### src/rtl/out_port_arbiter.sv
// out_port_arbiter: round-robin arbiter of two write requesters into a FIFO feeding one output port
module out_port_arbiter #(
  parameter int WIDTH = 16,
  parameter int DEPTH = 4
) (
  input  logic                       clk,
  input  logic                       rst,
  input  logic                       req0_valid,
  input  logic [WIDTH-1:0]           req0_data,
  output logic                       req0_ready,
  input  logic                       req1_valid,
  input  logic [WIDTH-1:0]           req1_data,
  output logic                       req1_ready,
  output logic [WIDTH-1:0]           out_data,
  output logic                       out_valid,
  input  logic                       out_ready,
  output logic [$clog2(DEPTH):0]     count,
  output logic                       full
);
  localparam int AW = $clog2(DEPTH);
  logic [WIDTH-1:0] mem [DEPTH];
  logic [AW-1:0] wr_ptr, rd_ptr;
  logic last_grant, room, push, pop;
  // Grant decision ignores a same-cycle pop so a full buffer never accepts until it has drained
  always_comb begin
    full       = count == (AW+1)'(DEPTH);
    room       = !rst && !full;
    req0_ready = room && req0_valid && (!req1_valid || last_grant);
    req1_ready = room && req1_valid && (!req0_valid || !last_grant);
    push       = req0_ready || req1_ready;
    out_valid  = count != '0;
    pop        = out_valid && out_ready;
    out_data   = out_valid ? mem[rd_ptr] : '0;
  end
  // Storage is left uncleared by reset; emptiness is tracked by count alone
  always_ff @(posedge clk)
    if (push) mem[wr_ptr] <= req0_ready ? req0_data : req1_data;
  // Pointer, occupancy and round-robin state
  always_ff @(posedge clk) begin
    if (rst) begin
      wr_ptr     <= '0;
      rd_ptr     <= '0;
      count      <= '0;
      last_grant <= 1'b1;
    end else begin
      if (push) wr_ptr <= wr_ptr + 1'b1;
      if (pop) rd_ptr <= rd_ptr + 1'b1;
      if (push) last_grant <= req1_ready;
      count <= push && !pop ? count + 1'b1 : !push && pop ? count - 1'b1 : count;
    end
  end
endmodule

### config.mk
export PLATFORM = sky130hd
export DESIGN_NAME = out_port_arbiter
export DESIGN_NICKNAME = d
export VERILOG_FILES = /design/src/rtl/out_port_arbiter.sv
export SDC_FILE = /design/constraint.sdc
export NUM_CORES = 1
export LEC_CHECK = 0
export BUFFER_PORTS_ARGS = -buffer_cell sky130_fd_sc_hd__buf_4
export CORE_ASPECT_RATIO = 0.6
export CORE_MARGIN = 10
export CORE_UTILIZATION = 30
export DETAILED_ROUTE_END_ITERATION = 7
export HOLD_SLACK_MARGIN = 0.12
export PLACE_DENSITY = 0.54
export SYNTH_ARGS = -nofsm -noshare
export SYNTH_HDL_FRONTEND = slang
export SYNTH_SLANG_ARGS = --single-unit
### constraint.sdc
create_clock -name clk -period 2.4 [get_ports clk]
set_clock_uncertainty 0.15 [all_clocks]
set_input_delay 0.36 -clock clk [delete_from_list [all_inputs] [get_ports clk]]
set_output_delay 0.36 -clock clk [all_outputs]
set_load 0.01 [all_outputs]
==> run summary <==
Clk Latency, worst-skew pair -> 320 ps
chip width -> 153 µm
initial antenna violation count -> 0
status -> completed
hpwl dp -> 4.57 mm
Syn Area/Cell -> 18.2 µm²
Ant. Diodes -> 0
Total Routing Usage GR -> 0.0926
CTS tree -> done
Vias/cell -> 4.41
Max-slew headroom -> 0.400
Psw -> 1340 µW
Design Power -> 4840 µW
post-synth top area share -> 0.605
RSZ-0062 raised after global routing -> no
Via Count -> 1708
reg-to-reg slack, setup -> 110 ps
FILL cells -> 926
Die Y -> 99.7 µm
H-tree Lvls -> 3
CTS Buffer Depth -> 2
Layout Nets -> 290
f_max -> 436 MHz
Synth area leaders -> edfxtp_1 60%, mux4_2 11%, dfxtp_1 6.3%
Yosys top cell by area -> edfxtp_1
worst slew pin tran -> 900 ps
pwr dens -> 1150 nW/µm²
final setup fails -> 0
Primary FF master, synth -> edfxtp_1
WS Path Type -> register to register
Crit. End Element -> register
R2R depth -> 5
CTS Sinks -> 74
DR iter-0 viols -> 87
vias in the first global route -> 1923
Post-Route WL -> 6.71 mm
Num CTS Buffers -> 9
Leak -> 0.00154 µW
HP Class -> input port to register
final-report hold violation count -> 0
Synth Warn # -> 0
sequential share of the synthesized area -> 0.668
sequential share of power -> 0.366
syn nets -> 218
Tmin final -> 2290 ps
Site Rows -> 28
cell-internal power -> 3490 µW
hold buffer count at CTS -> 0
Synth top cells by count -> 64 x edfxtp_1, 16 x mux4_2, 16 x nor2b_1
Combinational Power Share -> 0.328
Worst Path Arrival -> 2090 ps
post-route ant nets -> 0
wire per inst -> 17.3 µm
Yosys reg bits -> 74
Post-synth EDFFs -> 64
reg2reg start -> count[2]
first-pass GRT wire length -> 10.9 mm
cell area after synthesis -> 3180 µm²
Buffers on Ports -> 59
drt pass-1 iters -> 4
starting density of the core -> 0.315
CP startpoint kind -> register
max-slew violations -> 0
Root Driver -> clkbuf_16
Final GP Congestion -> 0.669
Distinct cells, synth -> 30
pin count of the biggest net entering global routing -> 20
Critical Path RT -> 2200 ps
most frequent cell after synthesis -> edfxtp_1
switching share of power -> 0.278
Final period util -> 0.955
Max IR drop VDD -> 0.498 mV
setup tns final -> 0 ps
Max-Cap Viols -> 0
Area Overhead vs Synth -> 32.0%
hold wc startpoint -> rst
share of cells above drive strength 1 -> 0.512
CP max FO -> 16
core area -> 10100 µm²
Reg-to-Reg End -> mem[2][4]
clock slew at reported path FFs -> 50 ps
Async SR Flop Fraction -> 0
hold-critical path depth -> 2
full die area -> 15200 µm²
# DRC -> 0
Hold EP -> count[2]
post-synthesis cell count -> 175
top-level I/O count -> 60
grt total ovfl -> 0
clock power share -> 0.307
[layer usage]
| metal | track usage | wire (µm) | share of wire | vias to the layer above |
|---|---|---|---|---|
| met5 | 0 | 0 | 0 | - |
| met4 | 0.0394 | 85 | 0.013 | 0 |
| met3 | 0.0318 | 237 | 0.035 | 8 |
| met2 | 0.142 | 3190 | 0.48 | 32 |
| met1 | 0.117 | 3200 | 0.48 | 851 |
| li1 | - | - | - | 817 |
[cells by family after synthesis]
| kind of cell | count (synthesis) | share of synthesized area |
|---|---|---|
| and+or+nand+nor | 33 | 0.0614 |
| muxes | 35 | 0.191 |
| AOI/OAI and AO/OA | 9 | 0.0201 |
| xor gates and xnor gates | 3 | 0.00827 |
| adders and majority gates | 6 | 0.0260 |
| buffers and inverters | 15 | 0.0260 |
| DFF | 74 | 0.668 |
[cells in the final DEF, fill, tap and decap left out, types with 3 or more instances in the layout]
master / instances
and2_1: 3
buf_4: 68
bufinv_16: 3
clkbuf_16: 9
dfxtp_1: 6
edfxtp_1: 64
ha_1: 4
inv_1: 6
mux2_2: 8
mux2_4: 9
mux4_2: 16
nor2_1: 6
nor2b_1: 16
xor2_1: 3
[flip-flops by register name, summed over array words and instances (netlist names), named ones only]
name	count
rd_ptr	2
wr_ptr	2
last_grant	1
mem	64
count	3
[worst max-delay path, stage by stage (launching register included)]
cell     delay (ps)
dfxtp_4         360
or3b_4          250
inv_2            50
nor3_4          200
buf_4           170
and2_1          720
[power by group through the flow]
| stage | clock network [µW] | logic, µW | registers [µW] |
|---|---|---|---|
| floorplan | 0 | 921 | 1740 |
| global placement | 0 | 1580 | 1770 |
| detailed placement | 0 | 1580 | 1780 |
| CTS | 1510 | 1590 | 1760 |
| global route | 1580 | 1760 | 1790 |
| finish | 1480 | 1580 | 1770 |
[final cells by class]
class / instances / area (µm²) / area share
well taps: 135 / 169 / 0.0403
inverters: 7 / 26.3 / 0.00626
clock inverters: 6 / 105 / 0.0251
repair buffers: 69 / 531 / 0.126
multi-input cells: 86 / 1000 / 0.239
clock buffers: 10 / 229 / 0.0546
flip-flops and latches: 74 / 2130 / 0.508
[through the flow]
step | utilization | instance area (µm²) | cells | hold slack, ps | setup slack, ps
5_1_grt | 0.416 | 4200 | 387 | 139 | 9.24
2_1_floorplan | - | 3190 | 175 | 309 | 4.08
4_1_cts | 0.412 | 4160 | 385 | 129 | 18.8
6_report | 0.416 | 4200 | 387 | 131 | 109
3_5_place_dp | 0.379 | 3820 | 369 | 347 | 33.3
3_3_place_gp | 0.379 | 3820 | 369 | 331 | 78.5
[worst max path at each step]
stage / slack, ps / endpoint / from / cells after the start
floorplan: 4 / count[2] / count[2] / 9
global placement: 80 / count[2] / count[2] / 9
detailed placement: 30 / count[2] / count[2] / 9
CTS: 20 / count[2] / count[2] / 9
global route: 9 / mem[0][11] / count[2] / 5
finish: 110 / mem[2][4] / count[2] / 5
[repair_timing]
item	in CTS	in global routing
buffers inserted	0	2
pin swaps	0	2
setup endpoints to repair	7	1
gates resized for setup	1	8
(Power assumes the default switching activity.)
